File: src/rtl/register_window_ctrl.sv
// Register window controller: CWP/WIM tracking, window traps and
// registered write-enable decode for the global block and windowed bank.
module register_window_ctrl #(
    parameter int NWIN = 8
) (
    input  logic        Clk,
    input  logic        Clr,
    input  logic        save,
    input  logic        restore,
    input  logic        cwp_load,
    input  logic [2:0]  cwp_in,
    input  logic        wim_load,
    input  logic [7:0]  wim_in,
    input  logic        trap_ack,
    input  logic        wr_req,
    input  logic [4:0]  wr_addr,
    input  logic [31:0] wr_data,
    output logic [2:0]  cwp,
    output logic [7:0]  wim,
    output logic        trap_ovf,
    output logic        trap_unf,
    output logic        BE,
    output logic [7:0]  RE,
    output logic        win_we,
    output logic [6:0]  win_addr,
    output logic [31:0] wdata
);

    localparam logic [0:0] IDLE = 1'b0;
    localparam logic [0:0] TRAP = 1'b1;

    localparam logic [2:0] LAST     = 3'(NWIN - 1);
    localparam logic [7:0] WIM_MASK = 8'((32'd1 << NWIN) - 32'd1);
    localparam logic [7:0] BANK     = 8'(NWIN * 16);

    logic [0:0] state;
    logic [2:0] cwp_dec;
    logic [2:0] cwp_inc;
    logic [2:0] cwp_mod;
    logic       do_save;
    logic       do_rest;
    logic [7:0] win_sum;
    logic [7:0] win_wrap;

    // Neighbour windows, forced CWP and physical bank index
    always_comb begin
        cwp_dec  = (cwp == 3'd0) ? LAST : cwp - 3'd1;
        cwp_inc  = (cwp == LAST) ? 3'd0 : cwp + 3'd1;
        cwp_mod  = 3'(32'(cwp_in) % 32'(NWIN));
        do_save  = save & ~restore;
        do_rest  = restore & ~save;
        win_sum  = {1'b0, cwp, 4'b0000} + {3'b000, wr_addr} - 8'd8;
        win_wrap = (win_sum >= BANK) ? win_sum - BANK : win_sum;
    end

    // Window FSM: CWP moves, trap raise and acknowledge
    always_ff @(posedge Clk or posedge Clr) begin
        if (Clr) begin
            state    <= IDLE;
            cwp      <= 3'd0;
            trap_ovf <= 1'b0;
            trap_unf <= 1'b0;
        end else begin
            if (cwp_load)
                cwp <= cwp_mod;
            case (state)
                IDLE: begin
                    if (!cwp_load && do_save) begin
                        if (wim[cwp_dec]) begin
                            trap_ovf <= 1'b1;
                            state    <= TRAP;
                        end else begin
                            cwp <= cwp_dec;
                        end
                    end else if (!cwp_load && do_rest) begin
                        if (wim[cwp_inc]) begin
                            trap_unf <= 1'b1;
                            state    <= TRAP;
                        end else begin
                            cwp <= cwp_inc;
                        end
                    end
                end
                TRAP: begin
                    if (trap_ack) begin
                        state    <= IDLE;
                        trap_ovf <= 1'b0;
                        trap_unf <= 1'b0;
                    end
                end
                default: state <= IDLE;
            endcase
        end
    end

    // Window invalid mask; bits beyond the implemented windows stay 0
    always_ff @(posedge Clk or posedge Clr) begin
        if (Clr)
            wim <= 8'd0;
        else if (wim_load)
            wim <= wim_in & WIM_MASK;
    end

    // Registered write decode using the pre-update CWP
    always_ff @(posedge Clk or posedge Clr) begin
        if (Clr) begin
            BE       <= 1'b0;
            RE       <= 8'd0;
            win_we   <= 1'b0;
            win_addr <= 7'd0;
            wdata    <= 32'd0;
        end else begin
            BE     <= 1'b0;
            RE     <= 8'd0;
            win_we <= 1'b0;
            if (wr_req) begin
                wdata <= wr_data;
                if (wr_addr[4:3] != 2'b00) begin
                    win_we   <= 1'b1;
                    win_addr <= win_wrap[6:0];
                end else if (wr_addr[2:0] != 3'd0) begin
                    BE <= 1'b1;
                    RE <= 8'd1 << wr_addr[2:0];
                end
            end
        end
    end

endmodule

File: config.mk
export PLATFORM = sky130hd
export DESIGN_NAME = register_window_ctrl
export DESIGN_NICKNAME = d
export VERILOG_FILES = /design/src/rtl/register_window_ctrl.sv
export SDC_FILE = /design/constraint.sdc
export NUM_CORES = 1
export LEC_CHECK = 0
export ABC_AREA = 0
export CAP_MARGIN = 0
export CORE_MARGIN = 2
export CORE_UTILIZATION = 40
export DETAILED_ROUTE_END_ITERATION = 6
export PLACE_DENSITY = 0.8
export SLEW_MARGIN = 20
export SYNTH_ARGS = -nofsm -noshare
export SYNTH_HDL_FRONTEND = slang
export SYNTH_SLANG_ARGS = --single-unit
export TNS_END_PERCENT = 10
File: constraint.sdc
create_clock -name Clk -period 5.75 [get_ports Clk]
set_input_delay 1.725 -clock Clk [delete_from_list [all_inputs] [get_ports Clk]]
set_output_delay 1.725 -clock Clk [all_outputs]
set_load 0.03 [all_outputs]
==> flow_metrics.env, run 1 <==
export IMPL_hold_path_depth=2
export IMPL_wirelength_um=6140
export IMPL_criticalPathCategory="flop to primary output"
export IMPL_seq_power_share_pct=33.0
export IMPL_h_tree_depth=3
export IMPL_antenna_left=0
export IMPL_setup_slack_ps=2350
export IMPL_syn_nets=289
export IMPL_synth_simple_area_share_pct=9.17
export IMPL_cts_hold_buffers=0
export IMPL_worstPathArrival_ps=1670
export IMPL_final_hold_violation_count=0
export IMPL_fp_row_count=30
export IMPL_min_period_over_period_pct=59.1
export IMPL_cts_tree="yes"
export IMPL_swShare_pct=36.8
export IMPL_finalNetCount=408
export IMPL_clk_pin_slew_ps=70
export IMPL_grt_first_pass_wirelength_um=9780
export IMPL_synth_cell_types=40
export IMPL_p_clk_share_pct=25.2
export IMPL_numCtsBuffers=9
export IMPL_grt_pass1_vias=2199
export IMPL_maxCapViolCount=0
export IMPL_grt_max_degree=63
export IMPL_max_slew_worst_pin_slew_ps=756
export IMPL_area_growth_pct=52.4
export IMPL_grt_antenna_before_repair=0
export IMPL_slew_headroom_pct=49.3
export IMPL_crit_family="buffers and inverters"
export IMPL_start_kind="flop"
export IMPL_synth_area_per_cell_um2=12.4
export IMPL_layoutNonFillerInstCount=446
export IMPL_power_leakage_nw=1.82
export IMPL_cp_buffers_inverters=1
export IMPL_synth_flop_cell="dfrtp_1"
export IMPL_core_area_um2=6790
export IMPL_final_layout_size_suffix_gt1_share_pct=19.7
export IMPL_reg2reg_depth=8
export IMPL_fin_hold_ws_ps=483
export IMPL_synthXorXnorAreaFrac_pct=0.623
export IMPL_drc=0
export IMPL_die_w_um=87.8
export IMPL_drtIter0Drc=86
export IMPL_rr_endpoint="cwp[2]$_DFF_PP0_"
export IMPL_max_vdd_ir_drop_v=0.000189
export IMPL_gp_congestion=0.768
export IMPL_synth_compound_area_share_pct=6.32
export IMPL_r2r_start="cwp[0]$_DFF_PP0_"
export IMPL_clk_insertion_delay_late_ps=330
export IMPL_internal_power_mw=1.08
export IMPL_power_frac_comb_pct=41.7
export IMPL_muxShareOfSynthArea_pct=21.7
export IMPL_postCtsSetupBuffers=0
export IMPL_slowest_delay_ps=750
export IMPL_hold_path_startpoint="win_addr[5]$_DFFE_PP0P_"
export IMPL_clock_sinks=62
export IMPL_cts_resized=0
export IMPL_finalSetupTns_ps=0
export IMPL_cellPowerDensity_nw_per_um2=400
export IMPL_crit_chain="clkdlybuf4s50_1"
export IMPL_placed_area_um2=4060
export IMPL_syn_area_um2=2810
export IMPL_hp_class="flop to flop"
export IMPL_final_design_area_no_fill_um2=4280
export IMPL_fin_crit_ps=3400
export IMPL_synth_top_family_by_area="multiplexers"
export IMPL_dr_pass1_iters=4
export IMPL_yosysSeqAreaShare_pct=55.2
export IMPL_die_area_um2=7710
export IMPL_root_buffer="clkbuf_8"
export IMPL_ys_ff_latch=62
export IMPL_finalPower_mw=1.72
export IMPL_p_sw_uw=632
export IMPL_fmax_ghz=0.294
export IMPL_grt_util_all_layers_pct=16.4
export IMPL_crit_slowest_cell="clkdlybuf4s50_1"
export IMPL_start_util_pct=41.4
export IMPL_final_core_util_pct=63.1
export IMPL_vias=2160
export IMPL_finalMaxSlewViolations=0
export IMPL_routed_via_density=4.84
export IMPL_placedCellCount=430
export IMPL_fin_worst_skew_ps=9.04
export IMPL_io_pins=118
export IMPL_io_buffer_count=116
export IMPL_setup_violations=0
export IMPL_whs_endpoint="win_addr[5]$_DFFE_PP0P_"
export IMPL_worstPathRequired_ps=4030
export IMPL_syn_instance_count=226
export IMPL_place_ws_ps=1990
export IMPL_diodes=0
export IMPL_wl_per_cell_um=13.8
export IMPL_end_kind="primary output"
export IMPL_cts_max_path_buffers=2
export IMPL_die_h_um=87.8
export IMPL_hpwl_um=4570
export IMPL_gr_total_overflow=0
export IMPL_r2r_slack_ps=3040
export IMPL_synth_fa_ha_area_share_pct=3.38
export IMPL_synth_async_reset_ratio_pct=100
export IMPL_rsz0062_at_grt="no"
export IMPL_status="finished, final reports clean"
export IMPL_critical_path_max_fanout=12
export IMPL_ys_warn_count=0
export IMPL_synth_edf_count=0
-- tightest hold or removal path, delay by kind of cell (launching register included) --
kind	cells	cell delay, ps
flip-flops	1	340
AND/OR/NAND/NOR	1	50
AO/OA/AOI/OAI	1	60
-- per-layer routing --
layer	up-vias	share of wire, %	global-route usage, %
li1	1038	-	-
met1	1009	45	20.2
met4	0	1.3	7.55
met2	105	46	26.8
met5	-	0	0
met3	8	7.9	4.52
-- registers in the layout (all words and copies together) (netlist names) --
register  cells
win_we        1
trap_unf      1
trap_ovf      1
win_addr      7
wdata        32
state         1
wim           8
RE            7
cwp           3
BE            1
-- power by group through the flow --
stage | Clock [mW] | Combinational (mW) | Sequential, mW
2_1_floorplan | 0 | 0.384 | 0.668
3_3_place_gp | 0 | 0.701 | 0.574
3_5_place_dp | 0 | 0.718 | 0.575
4_1_cts | 0.447 | 0.720 | 0.567
5_1_grt | 0.467 | 0.779 | 0.578
6_report | 0.433 | 0.716 | 0.567
-- cells in the final DEF (no fill, tap or decap), drive strengths merged, types with 5 or more instances in the layout --
cell / n
a21oi: 5
clkbuf: 9
clkdlybuf4s50: 116
dfrtp: 62
ha: 6
inv: 17
mux2: 45
mux2i: 9
nand2: 14
nor2: 8
nor3: 7
o21ai: 12
-- cell families after synthesis --
family,after synthesis
compound gates,27
flops,62
xor+xnor,2
buf+inv,23
fa+ha+maj,7
other cells,1
mux,54
simple gates,50
-- cell type report --
cell class	instances	area [um^2]
clock buffer	9	124
clock inverter	7	103
fill	580	2510
inverter	13	48.8
multi-input combinational	141	1160
sequential	62	1550
tap	96	120
timing repair buffer	118	1180
-- Yosys cell counts, types with 2 or more instances --
| library cell | instances | area, um^2 |
|---|---|---|
| nor2b_1 | 3 | 18.8 |
| clkbuf_1 | 5 | 18.8 |
| nor2_1 | 8 | 30.0 |
| nor3_1 | 7 | 35.0 |
| o21ai_0 | 11 | 55.1 |
| ha_1 | 6 | 75.1 |
| nand3_1 | 4 | 20.0 |
| mux2_2 | 45 | 507 |
| dfrtp_1 | 62 | 1550 |
| nor4_1 | 4 | 25.0 |
| mux2i_1 | 8 | 80.1 |
| inv_1 | 13 | 48.8 |
| a21oi_1 | 5 | 25.0 |
| nand2_1 | 14 | 52.6 |
| and2_1 | 3 | 18.8 |
| buf_1 | 3 | 11.3 |
| a22o_1 | 2 | 17.5 |
-- worst max-delay path by stage --
stage                      from                       to  slack (ps)  depth (start not counted)
4_1_cts        cwp[0]$_DFF_PP0_                   cwp[0]        2330                          1
3_3_place_gp             wr_req  win_addr[4]$_DFFE_PP0P_        2020                          3
5_1_grt              wr_addr[4]  win_addr[6]$_DFFE_PP0P_        2210                         10
3_5_place_dp         wr_addr[4]  win_addr[6]$_DFFE_PP0P_        1990                         10
2_1_floorplan               Clr             BE$_DFF_PP0_        2480                          1
6_report       cwp[0]$_DFF_PP0_                   cwp[0]        2350                          1
(Power assumes the default switching activity.)
==> run 2, diff against run 1 <==
==> constraint.sdc (replaced) <==
create_clock -name Clk -period 3.35 [get_ports Clk]
set_input_delay 1.005 -clock Clk [delete_from_list [all_inputs] [get_ports Clk]]
set_output_delay 1.005 -clock Clk [all_outputs]
set_load 0.03 [all_outputs]
==> run 2 against run 1 <==
Sequential share of layout area shrank 0.11 points. Utilization increased by 0.18 points. Clock power increased by 55%. Cell area up 0.29%. Register-to-register slack lost 2400 ps. Count of clock-buffer cells in the layout up 1. Critical path type is now flop to flop. Final cell count grew 0.22%. First-iteration DRC count decreased by 29%. Worst hold slack lost 2.8 ps. Highest routed layer unchanged.
==> flow_metrics.env, run 2 (synthesis gave the netlist of run 1 again) <==
export IMPL_rr_endpoint="cwp[2]$_DFF_PP0_"
export IMPL_grt_first_pass_wirelength_um=10400
export IMPL_finalSetupTns_ps=0
export IMPL_slew_headroom_pct=60.2
export IMPL_dr_pass1_iters=5
export IMPL_setup_violations=0
export IMPL_place_ws_ps=334
export IMPL_cts_tree="yes"
export IMPL_hold_path_startpoint="win_addr[6]$_DFFE_PP0P_"
export IMPL_gp_congestion=0.838
export IMPL_finalMaxSlewViolations=0
export IMPL_fmax_ghz=0.364
export IMPL_fin_crit_ps=2750
export IMPL_cts_hold_buffers=0
export IMPL_die_h_um=87.8
export IMPL_area_growth_pct=52.9
export IMPL_grt_util_all_layers_pct=17.5
export IMPL_crit_path_start="cwp[0]$_DFF_PP0_"
export IMPL_hp_class="flop to flop"
export IMPL_crit_chain="inv_1, ha_1, mux2_2, nand2_1, nand3_1, a41oi_1, o21ai_0, a211o_1"
export IMPL_layoutNonFillerInstCount=447
export IMPL_finalNetCount=409
export IMPL_worstPathRequired_ps=3570
export IMPL_final_design_area_no_fill_um2=4300
export IMPL_largest_reg_flops=32
export IMPL_reg_top3="wdata: 32 flops, wim: 8 flops"
export IMPL_drc=0
export IMPL_rsz0062_at_grt="no"
export IMPL_whs_endpoint="win_addr[6]$_DFFE_PP0P_"
export IMPL_p_sw_mw=1.08
export IMPL_wirelength_um=6420
export IMPL_crit_slowest_cell="dfrtp_1"
export IMPL_critical_path_max_fanout=12
export IMPL_placed_area_um2=4090
export IMPL_vias=2140
export IMPL_final_cell_mix="116 x clkdlybuf4s50_1, 62 x dfrtp_1, 45 x mux2_2"
export IMPL_diodes=0
export IMPL_core_area_um2=6790
export IMPL_max_vdd_ir_drop_v=0.000352
export IMPL_h_tree_depth=3
export IMPL_cellPowerDensity_nw_per_um2=671
export IMPL_clock_sinks=62
export IMPL_postCtsSetupBuffers=0
export IMPL_reg2reg_depth=8
export IMPL_die_area_um2=7710
export IMPL_start_kind="flop"
export IMPL_min_period_over_period_pct=82.0
export IMPL_root_buffer="clkbuf_8"
export IMPL_final_hold_violation_count=0
export IMPL_drtIter0Drc=61
export IMPL_regMostFlops="wdata"
export IMPL_r2r_start="cwp[0]$_DFF_PP0_"
export IMPL_swShare_pct=37.4
export IMPL_worstPathArrival_ps=2960
export IMPL_start_util_pct=41.4
export IMPL_grt_max_degree=42
export IMPL_numCtsBuffers=9
export IMPL_fin_worst_skew_ps=11.8
export IMPL_clk_insertion_delay_late_ps=330
export IMPL_fp_row_count=30
export IMPL_grt_antenna_before_repair=0
export IMPL_io_buffer_count=116
export IMPL_status="finished, final reports clean"
export IMPL_fillCellCount=562
export IMPL_r2r_slack_ps=600
export IMPL_max_slew_worst_pin_slew_ps=595
export IMPL_slowest_delay_ps=620
export IMPL_placedCellCount=431
export IMPL_end_kind="flop"
export IMPL_criticalPathCategory="flop to flop"
export IMPL_hpwl_um=4850
export IMPL_cts_max_path_buffers=2
export IMPL_final_layout_size_suffix_gt1_share_pct=19.9
export IMPL_cts_resized=0
export IMPL_gr_total_overflow=0
export IMPL_internal_power_mw=1.81
export IMPL_antenna_left=0
export IMPL_io_pins=118
export IMPL_power_frac_comb_pct=42.9
export IMPL_wl_per_cell_um=14.4
export IMPL_grt_pass1_vias=2122
export IMPL_maxCapViolCount=0
export IMPL_clk_pin_slew_ps=80
export IMPL_power_leakage_nw=1.82
export IMPL_seq_power_share_pct=33.8
export IMPL_setup_slack_ps=604
export IMPL_die_w_um=87.8
export IMPL_routed_via_density=4.79
export IMPL_p_clk_share_pct=23.3
export IMPL_hold_path_depth=2
export IMPL_layout_commonest_cell="clkdlybuf4s50_1"
run 2: cell types whose count changed in the layout (fill, tap and decap cells not counted), sizes merged:
cell | previous run | this run
buf | 2 | 3
clkinv | 0 | 2
bufinv | 2 | 1
clkbuf | 9 | 10
inv | 17 | 15
run 2: final cells by class:
type                    instances  area (um^2)  share of cell area [%]
clock buffers                  10          138                    3.20
clock inverters                 6         68.8                    1.60
inverters                      13         48.8                    1.14
multi-input cells             141         1160                    27.0
flip-flops and latches         62         1550                    36.1
well taps                      96          120                    2.80
repair buffers                119         1210                    28.1
run 2: metal layers:
layer  global-route usage (%)  wire length [um]  up-vias
li1                         -                 -     1039
met1                     22.8              2760     1000
met2                     28.2              3090       97
met3                     4.90               536        4
met4                     6.29                30        0
met5                        0                 0        -
run 2: power groups by stage:
stage | Sequential, mW | Clock [mW] | Combinational, mW
after floorplan | 1.15 | 0 | 0.659
after global placement | 0.984 | 0 | 1.21
after detailed placement | 0.987 | 0 | 1.23
after CTS | 0.974 | 0.691 | 1.24
after global routing | 0.992 | 0.733 | 1.33
final | 0.973 | 0.673 | 1.24
run 2: worst max-delay path: cells and delay by family (launching register included):
kind,cells,cell delay [ps]
fa+ha+maj,1,480
flops,1,620
buf+inv,1,160
mux,1,380
simple gates,2,160
compound gates,3,830
run 2: worst max-delay path by stage:
| stage | end | slack (ps) |
|---|---|---|
| floorplan | BE$_DFF_PP0_ | 800 |
| global placement | win_addr[6]$_DFFE_PP0P_ | 410 |
| detailed placement | cwp[2]$_DFF_PP0_ | 330 |
| CTS | cwp[2]$_DFF_PP0_ | 620 |
| global route | cwp[0]$_DFF_PP0_ | 440 |
| finish | cwp[2]$_DFF_PP0_ | 600 |
run 2: per-stage QoR:
step / hold WS, ps / power [mW] / utilization (%)
finish: 480 / 2.88 / 63.2
floorplan: 646 / 1.81 / -
global placement: 461 / 2.19 / 60.2
global route: 505 / 3.06 / 63.2
CTS: 486 / 2.91 / 63.2
detailed placement: 469 / 2.22 / 60.2
